[config.mk]
export PLATFORM = sky130hd
export DESIGN_NAME = sdram_rd_chk_pat
export DESIGN_NICKNAME = d
export VERILOG_FILES = /design/src/rtl/sdram_rd_chk_pkg.sv /design/src/rtl/sdram_rd_chk_pat.sv
export SDC_FILE = /design/constraint.sdc
export NUM_CORES = 1
export LEC_CHECK = 0
export CORE_AREA = 2 2 39 41
export CTS_BUF_LIST = sky130_fd_sc_hd__clkbuf_8
export DETAILED_ROUTE_END_ITERATION = 7
export DIE_AREA = 0 0 41 43
export PLACE_DENSITY = 0.7
export SLEW_MARGIN = 5
export SYNTH_ARGS = -nofsm -noshare
export SYNTH_HDL_FRONTEND = slang
export SYNTH_SLANG_ARGS = --single-unit
[constraint.sdc]
create_clock -name clk -period 3.9 [get_ports clk]
set_clock_uncertainty 0.15 [all_clocks]
set_input_delay 0.78 -clock clk [delete_from_list [all_inputs] [get_ports clk]]
set_output_delay 0.78 -clock clk [all_outputs]
set_load 0.02 [all_outputs]
[src/rtl/sdram_rd_chk_pkg.sv]
// sdram_rd_chk_pkg
//   Shared definitions for the SDRAM read-back checker and the write-side
//   pattern generator: FSM state type, default pattern constants and the
//   pattern advance function.
package sdram_rd_chk_pkg;

    typedef enum logic [1:0] {
        IDLE  = 2'd0,
        CHECK = 2'd1,
        DONE  = 2'd2
    } state_t;

    localparam int DEF_DATA_W = 8;
    localparam int DEF_STEP   = 2;

    // Next pattern value; the caller truncates to its data width, which
    // gives the modulo-2^DATA_W wrap.
    function automatic logic [31:0] next_pattern(input logic [31:0] value,
                                                 input logic [31:0] step);
        return value + step;
    endfunction

endpackage

[src/rtl/sdram_rd_chk_pat.sv]
// sdram_rd_chk_pat
//   Expected-value register for the read-back checker.
//   Ports:
//     clk, rst_n   clock, async active-low reset
//     i_load       clear expected value to 0 (start of a run)
//     i_adv        advance by STEP (one checked beat)
//     i_resync     current beat mismatched; used only when
//                  SDRAM_RD_CHK_RESYNC_EN is defined
//     i_din        received beat (resync base)
//     o_exp        current expected value
//   Macro SDRAM_RD_CHK_RESYNC_EN: on a mismatch the next expected value is
//   derived from the received data, so a slipped beat costs one error.
module sdram_rd_chk_pat
    import sdram_rd_chk_pkg::*;
#(
    parameter int DATA_W = DEF_DATA_W,
    parameter int STEP   = DEF_STEP
) (
    input  logic              clk,
    input  logic              rst_n,
    input  logic              i_load,
    input  logic              i_adv,
    input  logic              i_resync,
    input  logic [DATA_W-1:0] i_din,
    output logic [DATA_W-1:0] o_exp
);

    logic [DATA_W-1:0] r_exp;
    logic [DATA_W-1:0] w_base;
    logic [31:0]       w_nxt;

`ifdef SDRAM_RD_CHK_RESYNC_EN
    assign w_base = i_resync ? i_din : r_exp;
`else
    logic w_unused_resync;
    assign w_unused_resync = i_resync;
    assign w_base          = r_exp;
`endif

    assign w_nxt = next_pattern(32'(w_base), 32'(STEP));

    always_ff @(posedge clk or negedge rst_n) begin
        if (!rst_n)      r_exp <= '0;
        else if (i_load) r_exp <= '0;
        else if (i_adv)  r_exp <= w_nxt[DATA_W-1:0];
    end

    assign o_exp = r_exp;

endmodule

==> qor.yml, run 1 <==
layout:
  drive_gt1_share_pct: 11.11
  utilization_pct: 36.08
  synthToLayoutAreaGrowth_pct: 43.53
  nets: 60
  largest_register_ffs: 7
  antenna_cells: 0
  final-instance-count-excl-fill: 61
critical_path:
  required_ns: 2.97
  worstSetupEndpointType: "output pin"
  path_max_fanout: 5
  cp_slowest_stage_delay_ns: 0.65
  critPathTopFamily: "buffers and inverters"
  cp-start-kind: "flip-flop"
  worstPathArrival_ns: 1.34
  slowest_stage: "clkdlybuf4s50_1"
  worstPathCellList: "clkdlybuf4s50_1"
  criticalPathCategory: "flip-flop to output pin"
  path_buf_inv: 1
routing:
  drt_wl_total_um: 639
  drt-initial-drc-count: 1
  drcViolationCount: 0
  ant_nets: 0
  drt-wirelength-per-cell_um: 10.48
  dr_total_vias: 274
  vias_per_cell: 4.492
  dr.pass1.iters: 2
cts:
  cts_setup_buffers: 0
  htreeDepth: 1
  clock_path_buffers: 2
  cts_hold_buf: 0
  insertion_delay_ns: 0.23
  root_buffer: "clkbuf_8"
  cts_resized: 0
  cts.reportedPaths.clkPinSlew_ns: 0.04
  clkSinkCount: 7
  cts_tree: "built"
  cts_buffers: 3
yosys:
  synth_edf_count: 0
  synth.ff_latch_count: 7
  ys_top_cells_by_area: "dfrtp_1 (50%), xor2_1 (7.6%), nand4_4 (6.1%)"
  synth_top_cell_by_area: "dfrtp_1"
  synth_top_area_share_pct: 50.36
  async_reset_ff_share_pct: 100.0
  syn-mean-instance-area_sq_um: 10.54
  synth_warnings: 0
  synthDistinctLibCells: 16
  synth_nets: 47
  synth.most_common_cell: "dfrtp_1"
  synthCells: 33
  syn-cell-area_sq_um: 347.8
  synthTopCellsByCount: "dfrtp_1 (7), nor2_1 (5), xor2_1 (3)"
  ys.flop_type: "dfrtp_1"
  yosysSeqAreaShare_pct: 50.36
floorplan:
  start_util_pct: 25.14
  num_rows: 14
  die_width_um: 41
  top_level_ports: 21
  dieArea_sq_mm: 0.001763
  dieHeight_um: 43
  core_sq_mm: 0.001384
power_and_ir_drop:
  ir_drop_mv: 0.1688
  p_leak_uw: 0.0002152
  power.density_mw_per_mm2: 406.6
sta:
  whs_ns: 0.3990
  setup_viol: 0
  tns_ns: 0
  hold_viol: 0
  period_share_pct: 58.22
  rsz0062_at_grt: "no"
  fin_crit_ns: 2.270
  drv_slew: 0
  max_freq_mhz: 440.4
hold_path:
  hold_class: "flip-flop to flip-flop"
flow_run:
  cap_violations: 0
place:
  dp_cells: 57
  port_buffers: 10
  place_congestion: 0.6836
grt:
  grt_pass1_wl_um: 1097
  grt_max_degree: 8
  grt_pass1_vias: 250
  grt_antenna_before_repair: 0
  grt-ovfl-total: 0
  track_usage_pct: 10.20
run_status:
  outcome: "finished, final reports clean"
[tightest hold or removal path, cell delays in order, from the launching register on]
cell	delay, ns
dfrtp_1	0.35
or3_1	0.11
a21oi_1	0.05
[path summary, 6_finish.rpt]
path / startpoint / end / slack (ns) / cells past startpoint
max in group asynchronous: rst_n / o_exp[3]$_DFFE_PN0P_ / 2.69 / 1
setup / recovery: o_exp[3]$_DFFE_PN0P_ / o_exp[3] / 1.63 / 1
hold reg to reg: o_exp[7]$_DFFE_PN0P_ / o_exp[7]$_DFFE_PN0P_ / 0.40 / 2
min in group asynchronous: rst_n / o_exp[6]$_DFFE_PN0P_ / 0.66 / 1
setup reg to reg: o_exp[1]$_DFFE_PN0P_ / o_exp[7]$_DFFE_PN0P_ / 2.43 / 4
hold / removal: o_exp[7]$_DFFE_PN0P_ / o_exp[7]$_DFFE_PN0P_ / 0.40 / 2
[stage by stage]
stage,total power (uW),cell area [sq um],setup WS (ns)
after floorplan,90.07,347.8,2.177
after global placement,98.96,452.9,1.601
after detailed placement,99.31,452.9,1.578
after CTS,206.7,499.2,1.614
after global routing,210.2,499.2,1.573
final,203.0,499.2,1.630
[power by group]
part / internal [uW] / switching, uW
combinational: 9.23 / 9.89
clock: 69.5 / 35.6
sequential: 75.1 / 3.70
[per-layer routing]
layer	wire, um	global-route usage, %	up-vias
met1	277	12.79	130
met2	295	11.88	10
met5	0	0	-
li1	-	-	132
met3	53	4.712	2
met4	13	10.00	0
[cell families (layout without fill, tap and decap cells)]
| group | after synthesis | after routing | share of synthesized area, % |
|---|---|---|---|
| flip-flops | 7 | 7 | 50.36 |
| AND/OR/NAND/NOR | 13 | 13 | 21.94 |
| multiplexers | 1 | 1 | 2.878 |
| AO/OA/AOI/OAI | 4 | 4 | 5.753 |
| XOR/XNOR | 4 | 4 | 10.07 |
| buffers and inverters | 2 | 14 | 4.315 |
| adder cells (fa/ha/maj) | 1 | 1 | 3.597 |
| other | 1 | 1 | 1.078 |
[area by class of cell]
type / count / area, sq um
clock buffers: 3 / 41.29
repair buffers: 10 / 100.1
well taps: 16 / 20.02
clock inverters: 1 / 5.005
multi-input cells: 24 / 157.7
fillers: 158 / 884.6
flip-flops and latches: 7 / 175.2
[cells in the final DEF (no fill, tap or decap)]
cell type	count
clkdlybuf4s50_1	10
dfrtp_1	7
nor2_1	5
xor2_1	3
clkbuf_8	3
nand2_1	2
or3_1	2
a21oi_1	2
nand3_1	2
mux2i_1	1
xnor2_1	1
nand4_4	1
o21ai_1	1
o21ai_0	1
nand4_1	1
ha_1	1
conb_1	1
clkinv_2	1
Note: power is estimated with default switching activity, not from simulation.
==> inputs of run 2 (changes only) <==
Clock period 3.9 ns to 2.3 ns, I/O delays scaled along.
==> results of run 2 <==
Same layout as run 1 (identical final DEF). Status: finished, final reports clean.
Among the figures that moved: setup slack after placement 1.578 ns -> 0.2982 ns; setup slack after layout 1.630 ns -> 0.3495 ns; hold slack 0.3990 ns -> 0.3419 ns; register-to-register setup slack 2.43 ns -> 0.83 ns; total power 203.0 uW -> 344.2 uW; worst IR drop on VDD 0.1688 mV -> 0.2863 mV
==> inputs of run 3 (changes only) <==
Clock period 2.3 ns to 2 ns, I/O delays scaled along.
==> run 3 against run 2 <==
Sequential share of layout area is 0.43 points lower. Die area unchanged. Critical path depth is the same. Non-clock buffer count grew 1. Highest routed layer unchanged. Utilization increased by 0.45 points. Critical path type unchanged. Via count is 1.1% higher. Sequential cell count unchanged.
==> qor.yml, run 3 (synthesis gave the netlist of run 1 again) <==
critical_path:
  worstPathCellList: "clkdlybuf4s50_1"
  cp-start-kind: "flip-flop"
  criticalPathCategory: "flip-flop to output pin"
  path_buf_inv: 1
  cp_slowest_stage_delay_ns: 0.65
  worstPathArrival_ns: 1.34
  worstSetupEndpointType: "output pin"
  slowest_stage: "clkdlybuf4s50_1"
  critPathTopFamily: "buffers and inverters"
  required_ns: 1.45
  path_max_fanout: 5
hold_path:
  hold_class: "input pin to async pin"
sta:
  setup_viol: 0
  max_freq_mhz: 528.9
  rsz0062_at_grt: "no"
  setup_slack_ns: 0.1093
  drv_slew: 0
  period_share_pct: 94.53
  hold_viol: 0
  tns_ns: 0
  fin_crit_ns: 1.891
grt:
  grt-ovfl-total: 0
  grt_pass1_vias: 302
  grt_pass1_wl_um: 1200
  grt_antenna_before_repair: 0
  track_usage_pct: 10.60
  grt_max_degree: 8
layout:
  layout_commonest_cell: "clkdlybuf4s50_1"
  drive_gt1_share_pct: 10.87
  final-instance-count-excl-fill: 62
  utilization_pct: 36.53
  nets: 61
  synthToLayoutAreaGrowth_pct: 45.32
  antenna_cells: 0
  largest_register_ffs: 7
  final_cell_mix: "clkdlybuf4s50_1 (10), dfrtp_1 (7), nor2_1 (5), xor2_1 (3), clkbuf_8 (3)"
floorplan:
  num_rows: 14
  dieArea_sq_mm: 0.001763
  core_sq_mm: 0.001384
  top_level_ports: 21
  start_util_pct: 25.14
  dieHeight_um: 43
  die_width_um: 41
cts:
  cts_tree: "built"
  cts_setup_buffers: 0
  root_buffer: "clkbuf_8"
  clkSinkCount: 7
  clock_path_buffers: 2
  cts_hold_buf: 0
  cts_buffers: 3
  insertion_delay_ns: 0.23
  htreeDepth: 1
  cts.reportedPaths.clkPinSlew_ns: 0.04
  cts_resized: 0
power_and_ir_drop:
  pwr-share-seq_pct: 39.4
  p_clk_share_pct: 50.4
  comb_power_share_pct: 10.1
  p_sw_uw: 91.23
  switching_share_pct: 23.40
  p_int_uw: 298.7
  p_leak_uw: 0.0002214
  ir_drop_mv: 0.3795
  power.density_mw_per_mm2: 771.4
  total_power_uw: 389.9
place:
  dp_hpwl_um: 470.2
  dp_cells: 58
  port_buffers: 10
  place_congestion: 0.6861
  place_ws_ns: 0.1648
routing:
  dr.pass1.iters: 2
  drt-initial-drc-count: 3
  vias_per_cell: 4.468
  drcViolationCount: 0
  drt_wl_total_um: 669
  dr_total_vias: 277
  ant_nets: 0
  drt-wirelength-per-cell_um: 10.79
flow_run:
  cap_violations: 0
run_status:
  outcome: "finished, final reports clean"
-- run 3: changes by cell type in the layout (fill, tap and decap cells not counted), sizes merged --
cell	previous run	this run
inv	0	1
clkinv	1	0
buf	0	1
-- run 3: per-layer routing --
metal  global-route usage, %  wire length (um)  vias to the layer above
met5                       0                 0                        -
met4                   8.000                19                        0
met3                   4.712                45                        2
met2                   15.31               327                       10
met1                   11.44               276                      128
li1                        -                 -                      137
-- run 3: path summary, 6_finish.rpt --
check                                  endpoint                 start  slack, ns  cells after the start
setup reg to reg           o_exp[7]$_DFFE_PN0P_  o_exp[1]$_DFFE_PN0P_       0.53                      4
hold / removal             o_exp[6]$_DFFE_PN0P_                 rst_n       0.29                      1
min in group clk           o_exp[7]$_DFFE_PN0P_  o_exp[7]$_DFFE_PN0P_       0.40                      2
hold reg to reg            o_exp[7]$_DFFE_PN0P_  o_exp[7]$_DFFE_PN0P_       0.40                      2
setup / recovery                       o_exp[3]  o_exp[3]$_DFFE_PN0P_       0.11                      1
max in group asynchronous  o_exp[2]$_DFFE_PN0P_                 rst_n       1.16                      1
-- run 3: final cells by class --
class                           count  area (sq um)
Timing Repair Buffer               11         107.6
Clock buffer                        3         41.29
Tap cell                           16         20.02
Multi-Input combinational cell     24         157.7
Sequential cell                     7         175.2
Clock inverter                      1         3.754
Fill cell                         158         878.3
-- run 3: through the flow --
stage	hold WS [ns]	instance area [sq um]
after CTS	0.2945	505.5
final	0.2888	505.5
after global routing	0.3148	505.5
after floorplan	-0.04559	347.8
after global placement	0.3882	460.4
after detailed placement	0.4091	460.4
-- run 3: power by group through the flow --
stage / Combinational, uW / Clock (uW) / Sequential (uW)
floorplan: 15.6 / 0 / 160
global placement: 39.1 / 0 / 155
detailed placement: 39.8 / 0 / 155
CTS: 40.4 / 203 / 154
global route: 44.3 / 212 / 154
finish: 39.5 / 197 / 154
